$ cat src/rtl/ipml_hsst_rst_pkg.sv
// Shared definitions for the HSST PLL reset sequencer: channel state
// encoding, microsecond-to-cycle conversion and synchroniser depth.
package ipml_hsst_rst_pkg;

  typedef enum logic [2:0] {
    ST_IDLE      = 3'd0,
    ST_PD_HOLD   = 3'd1,
    ST_RST_HOLD  = 3'd2,
    ST_WAIT_LOCK = 3'd3,
    ST_DONE      = 3'd4,
    ST_FAIL      = 3'd5
  } pll_state_e;

  // Two flops between the asynchronous pll_lock and any decision logic.
  localparam int SYNC_DEPTH = 2;

  // Hold time in free-clock cycles, with a 2x margin over the nominal time.
  function automatic int calc_cnt(input int us, input int freq);
    return 2 * us * freq;
  endfunction

  function automatic int max3(input int a, input int b, input int c);
    int m;
    m = (a > b) ? a : b;
    return (m > c) ? m : c;
  endfunction

endpackage

$ cat src/rtl/ipml_hsst_pll_rst_ch.sv
// Single-channel PLL power-up/reset sequencer: lock synchroniser plus
// the PD -> RST -> lock-wait -> monitor FSM with timeout retry.
module ipml_hsst_pll_rst_ch
  import ipml_hsst_rst_pkg::*;
#(
  parameter int PD_CNT      = 8000,
  parameter int RST_CNT     = 8200,
  parameter int TO_CNT      = 100000,
  parameter int LOCK_STABLE = 8,
  parameter int MAX_RETRY   = 3
) (
  input  logic       clk,
  input  logic       rst_n,
  input  logic       pll_lock,
  input  logic       rst_req,
  output logic       pll_pd,
  output logic       pll_rst,
  output logic       pll_done,
  output logic       pll_fail,
  output logic       lock_loss,
  output logic [3:0] retry_cnt
);

  localparam int CNT_W = $clog2(max3(PD_CNT, RST_CNT, TO_CNT) + 1);
  localparam int STB_W = $clog2(LOCK_STABLE + 1);
  localparam logic [CNT_W-1:0] PD_LAST  = CNT_W'(PD_CNT - 1);
  localparam logic [CNT_W-1:0] RST_LAST = CNT_W'(RST_CNT - 1);
  localparam logic [CNT_W-1:0] TO_LAST  = CNT_W'(TO_CNT - 1);
  localparam logic [STB_W-1:0] STB_LAST = STB_W'(LOCK_STABLE - 1);
  localparam logic [3:0]       RETRY_MAX = 4'(MAX_RETRY);

  pll_state_e             state_q, state_d;
  logic [SYNC_DEPTH-1:0]  sync_q, sync_d;
  logic [CNT_W-1:0]       cntr_q, cntr_d;
  logic [STB_W-1:0]       stable_q, stable_d;
  logic [3:0]             retry_q, retry_d;
  logic                   pd_q, pd_d;
  logic                   rst_q, rst_d;
  logic                   done_q, done_d;
  logic                   fail_q, fail_d;
  logic                   loss_q, loss_d;
  logic                   lock_s;
  logic                   lock_ok;
  logic                   timeout;
  logic [3:0]             retry_inc;

  assign lock_s  = sync_q[SYNC_DEPTH-1];
  assign lock_ok = lock_s && (stable_q == STB_LAST);
  assign timeout = (cntr_q == TO_LAST);

  // State register.
  always_ff @(posedge clk or negedge rst_n) begin
    if (!rst_n) state_q <= ST_IDLE;
    else        state_q <= state_d;
  end

  // Synchroniser and per-channel datapath registers.
  always_ff @(posedge clk or negedge rst_n) begin
    if (!rst_n) begin
      sync_q   <= '0;
      cntr_q   <= '0;
      stable_q <= '0;
      retry_q  <= '0;
      pd_q     <= 1'b1;
      rst_q    <= 1'b1;
      done_q   <= 1'b0;
      fail_q   <= 1'b0;
      loss_q   <= 1'b0;
    end else begin
      sync_q   <= sync_d;
      cntr_q   <= cntr_d;
      stable_q <= stable_d;
      retry_q  <= retry_d;
      pd_q     <= pd_d;
      rst_q    <= rst_d;
      done_q   <= done_d;
      fail_q   <= fail_d;
      loss_q   <= loss_d;
    end
  end

  // Next state; a restart request overrides every other transition, and a
  // lock that completes on the timeout cycle takes precedence over the timeout.
  always_comb begin
    state_d = state_q;
    if (rst_req) begin
      state_d = ST_IDLE;
    end else begin
      case (state_q)
        ST_IDLE:      state_d = ST_PD_HOLD;
        ST_PD_HOLD:   if (cntr_q == PD_LAST)  state_d = ST_RST_HOLD;
        ST_RST_HOLD:  if (cntr_q == RST_LAST) state_d = ST_WAIT_LOCK;
        ST_WAIT_LOCK: begin
          if (lock_ok)      state_d = ST_DONE;
          else if (timeout) state_d = (retry_inc >= RETRY_MAX) ? ST_FAIL : ST_PD_HOLD;
        end
        ST_DONE:      if (!lock_s) state_d = ST_RST_HOLD;
        ST_FAIL:      state_d = ST_FAIL;
        default:      state_d = ST_IDLE;
      endcase
    end
  end

  // Counters and registered outputs for the transition being taken.
  always_comb begin
    sync_d    = {sync_q[SYNC_DEPTH-2:0], pll_lock};
    cntr_d    = cntr_q;
    stable_d  = stable_q;
    retry_d   = retry_q;
    pd_d      = pd_q;
    rst_d     = rst_q;
    done_d    = done_q;
    fail_d    = fail_q;
    loss_d    = 1'b0;
    retry_inc = (retry_q == 4'hF) ? retry_q : retry_q + 4'd1;
    if (rst_req) begin
      cntr_d   = '0;
      stable_d = '0;
      retry_d  = '0;
      pd_d     = 1'b1;
      rst_d    = 1'b1;
      done_d   = 1'b0;
      fail_d   = 1'b0;
    end else begin
      case (state_q)
        ST_IDLE: begin
          pd_d   = 1'b1;
          rst_d  = 1'b1;
          done_d = 1'b0;
          cntr_d = '0;
        end
        ST_PD_HOLD: begin
          if (cntr_q == PD_LAST) begin
            pd_d   = 1'b0;
            cntr_d = '0;
          end else begin
            cntr_d = cntr_q + CNT_W'(1);
          end
        end
        ST_RST_HOLD: begin
          if (cntr_q == RST_LAST) begin
            rst_d    = 1'b0;
            cntr_d   = '0;
            stable_d = '0;
          end else begin
            cntr_d = cntr_q + CNT_W'(1);
          end
        end
        ST_WAIT_LOCK: begin
          cntr_d   = cntr_q + CNT_W'(1);
          stable_d = lock_s ? stable_q + STB_W'(1) : '0;
          if (lock_ok) begin
            done_d = 1'b1;
            cntr_d = '0;
          end else if (timeout) begin
            retry_d = retry_inc;
            pd_d    = 1'b1;
            rst_d   = 1'b1;
            cntr_d  = '0;
            if (retry_inc >= RETRY_MAX) fail_d = 1'b1;
          end
        end
        ST_DONE: begin
          if (!lock_s) begin
            loss_d = 1'b1;
            done_d = 1'b0;
            rst_d  = 1'b1;
            cntr_d = '0;
          end
        end
        ST_FAIL: begin
          pd_d   = 1'b1;
          rst_d  = 1'b1;
          fail_d = 1'b1;
        end
        default: begin
          pd_d  = 1'b1;
          rst_d = 1'b1;
        end
      endcase
    end
  end

  assign pll_pd    = pd_q;
  assign pll_rst   = rst_q;
  assign pll_done  = done_q;
  assign pll_fail  = fail_q;
  assign lock_loss = loss_q;
  assign retry_cnt = retry_q;

endmodule

$ cat src/rtl/ipml_hsst_pll_rst_ctrl_mc.sv
// Multi-channel HSST PLL power-up/reset sequencer: one independent
// channel sequencer per PLL plus a registered all-done flag.
// Define IPML_HSST_SPEEDUP_SIM_EN to shorten hold/timeout times for
// simulation (1/2/5 us instead of the parameter values).
module ipml_hsst_pll_rst_ctrl_mc
  import ipml_hsst_rst_pkg::*;
#(
  parameter int FREE_CLOCK_FREQ = 100,
  parameter int PLL_NUM         = 2,
  parameter int PD_TIME_US      = 40,
  parameter int RST_TIME_US     = 41,
  parameter int LOCK_TIMEOUT_US = 500,
  parameter int LOCK_STABLE     = 8,
  parameter int MAX_RETRY       = 3
) (
  input  logic                 clk,
  input  logic                 rst_n,
  input  logic [PLL_NUM-1:0]   pll_lock,
  input  logic [PLL_NUM-1:0]   i_pll_rst_req,
  output logic [PLL_NUM-1:0]   P_PLLPOWERDOWN,
  output logic [PLL_NUM-1:0]   P_PLL_RST,
  output logic [PLL_NUM-1:0]   o_pll_done,
  output logic [PLL_NUM-1:0]   o_pll_fail,
  output logic [PLL_NUM-1:0]   o_lock_loss,
  output logic [4*PLL_NUM-1:0] o_retry_cnt,
  output logic                 o_all_done
);

`ifdef IPML_HSST_SPEEDUP_SIM_EN
  localparam int PD_CNT  = calc_cnt(1, FREE_CLOCK_FREQ);
  localparam int RST_CNT = calc_cnt(2, FREE_CLOCK_FREQ);
  localparam int TO_CNT  = calc_cnt(5, FREE_CLOCK_FREQ);
`else
  localparam int PD_CNT  = calc_cnt(PD_TIME_US, FREE_CLOCK_FREQ);
  localparam int RST_CNT = calc_cnt(RST_TIME_US, FREE_CLOCK_FREQ);
  localparam int TO_CNT  = calc_cnt(LOCK_TIMEOUT_US, FREE_CLOCK_FREQ);
`endif

  logic all_done_q, all_done_d;

  for (genvar i = 0; i < PLL_NUM; i++) begin : g_ch
    ipml_hsst_pll_rst_ch #(
      .PD_CNT      (PD_CNT),
      .RST_CNT     (RST_CNT),
      .TO_CNT      (TO_CNT),
      .LOCK_STABLE (LOCK_STABLE),
      .MAX_RETRY   (MAX_RETRY)
    ) u_ch (
      .clk       (clk),
      .rst_n     (rst_n),
      .pll_lock  (pll_lock[i]),
      .rst_req   (i_pll_rst_req[i]),
      .pll_pd    (P_PLLPOWERDOWN[i]),
      .pll_rst   (P_PLL_RST[i]),
      .pll_done  (o_pll_done[i]),
      .pll_fail  (o_pll_fail[i]),
      .lock_loss (o_lock_loss[i]),
      .retry_cnt (o_retry_cnt[4*i +: 4])
    );
  end

  // All channels done, computed from the registered per-channel flags.
  always_comb all_done_d = &o_pll_done;

  // Register the all-done flag so downstream sees it one cycle later.
  always_ff @(posedge clk or negedge rst_n) begin
    if (!rst_n) all_done_q <= 1'b0;
    else        all_done_q <= all_done_d;
  end

  assign o_all_done = all_done_q;

endmodule
$ cat config.mk
export PLATFORM = sky130hd
export DESIGN_NAME = ipml_hsst_pll_rst_ctrl_mc
export DESIGN_NICKNAME = d
export VERILOG_FILES = /design/src/rtl/ipml_hsst_rst_pkg.sv /design/src/rtl/ipml_hsst_pll_rst_ch.sv /design/src/rtl/ipml_hsst_pll_rst_ctrl_mc.sv
export SDC_FILE = /design/constraint.sdc
export NUM_CORES = 1
export LEC_CHECK = 0
export BUFFER_PORTS_ARGS = -buffer_cell sky130_fd_sc_hd__buf_2
export CAP_MARGIN = 10
export CORE_UTILIZATION = 40
export CTS_CLUSTER_SIZE = 16
export DETAILED_ROUTE_END_ITERATION = 12
export PLACE_DENSITY = 0.66
export SLEW_MARGIN = 10
export SYNTH_ARGS = -nofsm -noshare
export SYNTH_HDL_FRONTEND = slang
export SYNTH_HIERARCHICAL = 1
export SYNTH_SLANG_ARGS = --single-unit
$ cat constraint.sdc
create_clock -name clk -period 3.8 [get_ports clk]
set_clock_uncertainty 0.15 [all_clocks]
set_input_delay 0.76 -clock clk [delete_from_list [all_inputs] [get_ports clk]]
set_output_delay 0.76 -clock clk [all_outputs]
set_load 0.01 [all_outputs]
==> flow_summary.toml, run 1 <==
[yosys]
synth_commonest_cells = "dfrtp_1 (67), nand2_1 (55), o21ai_0 (27), nor2_1 (26), nand3_1 (20)"
yosysMostFrequentCell = "dfrtp_1"
ys_async_sr_fraction_pct = 100
ys.flop_type = "dfrtp_1"
syn_area_per_cell_um2 = 8.93
synth.area.top_cells = "dfrtp_1 (40%), nand2_1 (4.9%), o31ai_1 (3.4%), o21ai_0 (3.2%), dfstp_2 (2.5%)"
syn_area_um2 = 4230
synth.distinct_cells = 67
synth_nets = 486
yosysSeqAreaShare_pct = 42.1
synth_edf_count = 0
yosysTopAreaCellShare_pct = 39.6
yosysTopAreaCell = "dfrtp_1"
synth_warnings = 6
ys_ff_latch = 71
synth_cells = 474

[pwr]
p_int_uw = 1360
power_density_nw_per_um2 = 432
power_frac_clock_pct = 31.3
leakage_uw = 0.00191
switching_share_pct = 32.8
vdd_ir_drop_max_mv = 0.200
fin_total_pwr_uw = 2020
power_switching_uw = 662
power_frac_comb_pct = 23.5
p_seq_share_pct = 45.2

[clock_tree]
cts-resized-gates = 0
clk_pin_slew_ns = 0.07
post_cts_buffers = 0
cts_sinks = 71
cts-hold-fix-buffers = 0
cts_buffer_depth = 2
clockRootBuffer = "clkbuf_8"
cts_tree = "done"
cts.htree.levels = 3
numCtsBuffers = 9
clk_latency_ns = 0.35

[placement]
placed_cell_area_um2 = 4460
portBuffers = 24
gp_congestion = 0.891
hpwl_um = 6670

[timing]
worstMarginPinSlew_ns = 0.898
min_period_over_period_pct = 78.6
holdWs_ns = 0.204
rsz0062_at_grt = "no"
maxSlewHeadroom_pct = 40.1
finalSetupViolCount = 0
final.setup.tns_ns = 0
max_clock_freq_mhz = 335
maxSlewViolCount = 0
fin_crit_ns = 2.99
final-hold-violation-count = 0

[setup_path]
slowest_delay_ns = 0.72
critical_path_class = "flop to flop"
path_cells = "ha_1 > nand4_1 > or2_2 > o41a_1 > nor3_1 > o22ai_1"
arrival_ns = 3.04
critPathLaunchType = "flop"
crit_fanout = 16
worstPathRequired_ns = 3.85
end_kind = "flop"
critical_path.slowest_cell = "nor3_1"

[detailed_routing]
drc = 0
vias = 3784
dr.pass1.iters = 5
wl_met1_um = 4630
met3_length_um = 300
routed_wl_um = 9730
highest_layer = "met4"
met2RoutedLength_um = 4590
drt-initial-drc-count = 275
avgRoutedWirePerCell_um = 15.4
via_per_inst = 5.99
postRouteAntennaNets = 0

[floorplanning]
ioPinCount = 25
die_area_um2 = 11000
die_h_um = 105
die_w_um = 105
core_area_um2 = 10300
rows = 37
start_util_pct = 41.2

[global_routing]
grt_overflow = 0
track_usage_pct = 18.6
grt_pass1_vias = 3553
antenna_found_initial = 0
grt_max_degree = 72
grt_pass1_wl_um = 16600

[cells_and_area]
syn2layout_area_growth_pct = 10.4
regArea_um2 = 1780
diodes = 0
nNetsFinal = 503
multi_input_area_um2 = 2290
fillCellCount = 1003
drive_gt1_share_pct = 12.5
postLayoutCellArea_um2 = 4670

[hold_path]
min_path_type = "flop to flop"

[run_status]
status = "finished, final reports clean"

[job]
drv_cap = 0
[worst max-delay path, delay by kind of cell (launching register included)]
family                   cells  cell delay (ns)
AO/OA/AOI/OAI                2             0.75
adder cells (fa/ha/maj)      1             0.23
flip-flops                   1             0.39
AND/OR/NAND/NOR              3             1.33
[per-stage QoR]
step / instances / utilization [%] / worst slack [ns]
finish: 632 / 45.4 / 0.812
global route: 632 / 45.4 / 0.652
CTS: 632 / 45.4 / 0.797
detailed placement: 616 / 43.4 / 0.807
global placement: 616 / 43.4 / 0.862
floorplan: 474 / - / 1.37
[area by class of cell]
class,count,share of cell area (%)
well taps,136,3.64
clock buffers,13,3.62
repair buffers,29,3.43
clock inverters,3,0.857
inverters,15,1.21
flip-flops and latches,71,38.1
multi-input cells,365,49.1
[power by group through the flow]
stage	clock (uW)	sequential (uW)	combinational (uW)
after floorplan	0	874	399
after global placement	0	921	466
after detailed placement	0	923	474
after CTS	656	909	476
after global routing	685	922	533
final	632	912	475
[final timing paths]
kind	start	end	slack [ns]	cells after the start
min in group asynchronous	rst_n	g_ch[1].u_ch/cntr_q[13]$_DFFE_PN0P_	0.39	1
max in group asynchronous	rst_n	g_ch[0].u_ch/cntr_q[11]$_DFFE_PN0P_	2.53	1
max reg2reg	g_ch[0].u_ch/cntr_q[0]$_DFFE_PN0P_	g_ch[0].u_ch/cntr_q[2]$_DFFE_PN0P_	0.81	6
min reg2reg	g_ch[1].u_ch/sync_q[0]$_DFF_PN0_	g_ch[1].u_ch/sync_q[1]$_DFF_PN0_	0.20	0
max	g_ch[0].u_ch/cntr_q[0]$_DFFE_PN0P_	g_ch[0].u_ch/cntr_q[2]$_DFFE_PN0P_	0.81	6
min	g_ch[1].u_ch/sync_q[0]$_DFF_PN0_	g_ch[1].u_ch/sync_q[1]$_DFF_PN0_	0.20	0
[sequential cells by signal, summed over array words and instances (netlist names)]
signal               flops
g_ch.u_ch/sync_q         4
o_all_done               1
g_ch.u_ch/cntr_q        34
g_ch.u_ch/stable_q       8
g_ch.u_ch/state_q        6
g_ch.u_ch/lock_loss      2
g_ch.u_ch/pll_pd         2
g_ch.u_ch/pll_rst        2
g_ch.u_ch/pll_fail       2
g_ch.u_ch/retry_cnt      8
g_ch.u_ch/pll_done       2
[cells by family after synthesis]
kind of cell / synth area share, %
and+or+nand+nor: 27.6
buffers and inverters: 3.70
DFF: 42.1
adders and majority gates: 1.77
muxes: 1.71
AOI/OAI and AO/OA: 22.4
xor gates and xnor gates: 0.621
[routing by layer]
layer / GRT usage [%] / vias to the layer above
li1: - / 1830
met1: 25.1 / 1861
met2: 29.2 / 77
met3: 2.25 / 16
met4: 9.76 / 0
met5: 0 / -
[placed cells by master (no fill, tap or decap), types with 4 or more instances in the layout]
cell type / n
nand4b_1: 4
and3_1: 4
dfstp_2: 4
a21oi_1: 17
o21ai_0: 27
nor3_1: 17
o211ai_1: 9
or3_1: 8
ha_1: 6
or4_1: 7
o21ai_1: 9
nand3_1: 20
and2_1: 8
inv_1: 15
o31ai_1: 19
a31oi_1: 6
buf_2: 23
nand4_1: 7
nor4_1: 10
dfrtp_1: 67
clkbuf_8: 12
nor2b_1: 11
buf_4: 6
nand2_1: 55
nor3b_1: 5
nor2_1: 26
nand2b_1: 9
o41ai_1: 4
mux2i_1: 5
a21o_1: 8
or2_2: 5
(Power assumes the default switching activity.)
==> run 2, diff against run 1 <==
--- a/config.mk
+++ b/config.mk
@@ -10,7 +10,7 @@
 export CORE_UTILIZATION = 40
 export CTS_CLUSTER_SIZE = 16
 export DETAILED_ROUTE_END_ITERATION = 12
-export PLACE_DENSITY = 0.66
+export PLACE_DENSITY = 0.68
 export SLEW_MARGIN = 10
 export SYNTH_ARGS = -nofsm -noshare
 export SYNTH_HDL_FRONTEND = slang
==> constraint.sdc (replaced) <==
create_clock -name clk -period 2.5 [get_ports clk]
set_clock_uncertainty 0.15 [all_clocks]
set_input_delay 0.5 -clock clk [delete_from_list [all_inputs] [get_ports clk]]
set_output_delay 0.5 -clock clk [all_outputs]
set_load 0.01 [all_outputs]
==> run 2 against run 1 <==
The run now ends with negative setup slack left. Sequential share of layout area decreased by 6.4 points. Critical path depth unchanged. First-iteration DRC count decreased by 12%. Largest power group unchanged. Routed wire length increased by 25%. Die area unchanged. Highest routed layer unchanged. Critical path type unchanged. Setup slack got worse by 0.95 ns. Largest cell class unchanged. Final cell count increased by 15%.
==> flow_summary.toml, run 2 (same netlist as run 1, synthesis figures left out) <==
[setup_path]
reg2reg_depth = 6
slowest_delay_ns = 0.51
r2r-start = "g_ch[0].u_ch/cntr_q[6]$_DFFE_PN0P_"
reg2reg_setup_slack_ns = -0.13
critPathLaunchType = "flop"
end_kind = "flop"
critical_path_class = "flop to flop"
worstPathRequired_ns = 2.60
crit-reg2reg-capture = "g_ch[0].u_ch/cntr_q[1]$_DFFE_PN0P_"
path_cells = "or2_1 > or4_1 > o41a_1 > buf_6 > or3_4 > a22o_1"
critical_path.slowest_cell = "o41a_1"
arrival_ns = 2.73
crit_fanout = 5
crit_start = "g_ch[0].u_ch/cntr_q[6]$_DFFE_PN0P_"

[floorplanning]
rows = 37
die_h_um = 105
core_area_um2 = 10300
ioPinCount = 25
start_util_pct = 41.2
die_area_um2 = 11000
die_w_um = 105

[cells_and_area]
regMostFlops = "g_ch.u_ch/cntr_q"
syn2layout_area_growth_pct = 32.7
largest_register_ffs = 34
drive_gt1_share_pct = 31.0
nNetsFinal = 597
final_core_util_pct = 54.6
fillCellCount = 926
diodes = 0
layout_commonest_cell = "buf_4"
stdcell_count = 726
mostFrequentLayoutCells = "buf_4 (90), dfrtp_1 (65), nand2_1 (54)"

[pwr]
leakage_uw = 0.00241
power_density_nw_per_um2 = 641
vdd_ir_drop_max_mv = 0.266

[hold_path]
min_path_type = "input pin to flop"
hp-start = "pll_lock[1]"
hold_depth = 1
min_to = "g_ch[1].u_ch/sync_q[0]$_DFF_PN0_"

[global_routing]
track_usage_pct = 22.7
grtUsageMet3_pct = 3.06
grt_overflow = 0
grt_max_degree = 31
antenna_found_initial = 0
grt_pass1_wl_um = 19900
use_met2_pct = 34.8
use_met1_pct = 30.8
top_usage_layer = "met2"
grt_pass1_vias = 4147

[timing]
holdWs_ns = 0.0931
rsz0062_at_grt = "yes"
min_period_over_period_pct = 105
final-hold-violation-count = 0
maxSlewHeadroom_pct = 12.2
maxSlewViolCount = 0
max_clock_freq_mhz = 380
fin_ws_ns = -0.135
fin_crit_ns = 2.63
final.setup.tns_ns = -1.51
finalSetupViolCount = 20
worstMarginPinSlew_ns = 1.30

[detailed_routing]
dr.pass1.iters = 5
drc = 0
avgRoutedWirePerCell_um = 16.8
postRouteAntennaNets = 0
routed_wl_um = 12200
drt-initial-drc-count = 241
via_per_inst = 5.83
vias = 4233

[clock_tree]
clk_latency_ns = 0.36
cts.htree.levels = 3
cts_tree = "done"
cts_buffer_depth = 2
clk_pin_slew_ns = 0.08
clockRootBuffer = "clkbuf_8"
numCtsBuffers = 9
cts_sinks = 71

[run_status]
status = "complete, but fails checks"
violations = "negative setup slack"

[placement]
portBuffers = 24
place_inst = 692
gp_congestion = 0.949
dpl_worst_slack_ns = -0.184
hpwl_um = 8250

[job]
drv_cap = 0
-- run 2: changes by cell type in the layout (fill, tap and decap cells not counted), moves of 3 or more --
cell and delta:
buf_4 +84, o311ai_0 -3, or4_1 -3, buf_6 +6
o21ai_0 -4, or4_4 +3, clkbuf_8 -3
-- run 2: worst max path at each step --
stage,endpoint,slack [ns],cells past startpoint
2_1_floorplan,g_ch[1].u_ch/cntr_q[15]$_DFFE_PN0P_,0.07,7
4_1_cts,g_ch[0].u_ch/cntr_q[1]$_DFFE_PN0P_,-0.07,8
3_5_place_dp,g_ch[0].u_ch/cntr_q[4]$_DFFE_PN0P_,-0.18,7
5_1_grt,g_ch[0].u_ch/state_q[2]$_DFFE_PN0P_,-0.20,6
6_report,g_ch[0].u_ch/cntr_q[1]$_DFFE_PN0P_,-0.13,6
3_3_place_gp,g_ch[0].u_ch/cntr_q[1]$_DFFE_PN0P_,-0.13,5
-- run 2: timing repair --
item / in CTS / in global routing
gates cloned: 1 / 2
hold endpoints to repair: 27 / 0
buffers inserted: 6 / 8
resized for setup: 21 / 32
endpoints found under the setup margin: 19 / 48
pin swaps: 13 / 16
hold buffers: 1 / 0
-- run 2: worst max-delay path: cells and delay by family (launching register included) --
family	cells	cell delay (ns)
flip-flops	1	0.45
AO/OA/AOI/OAI	2	0.73
AND/OR/NAND/NOR	3	1.03
buffers and inverters	1	0.17
-- run 2: metrics by stage --
stage	power [uW]	area [um^2]
final	3600	5620
after global routing	3790	5620
after CTS	3470	5380
after detailed placement	2350	5030
after global placement	2320	5030
after floorplan	1930	4230
-- run 2: layout make-up --
| cell class | count | area [um^2] | share of cell area [%] |
|---|---|---|---|
| inverter | 15 | 56.3 | 1.00 |
| sequential | 71 | 1780 | 31.8 |
| timing repair buffer | 121 | 873 | 15.6 |
| clock inverter | 7 | 97.6 | 1.74 |
| tap | 136 | 170 | 3.03 |
| multi-input combinational | 367 | 2510 | 44.7 |
| clock buffer | 9 | 124 | 2.21 |
-- run 2: per-layer routing --
layer  up-vias  routed length, um
li1       2015                  -
met4         0                350
met5         -                  0
met3        34                689
met1      2024               5390
met2       160               5750
-- run 2: power by group --
group	switching [uW]	internal [uW]
sequential	90.6	1240
clock	487	563
combinational	649	570
total	1230	2370
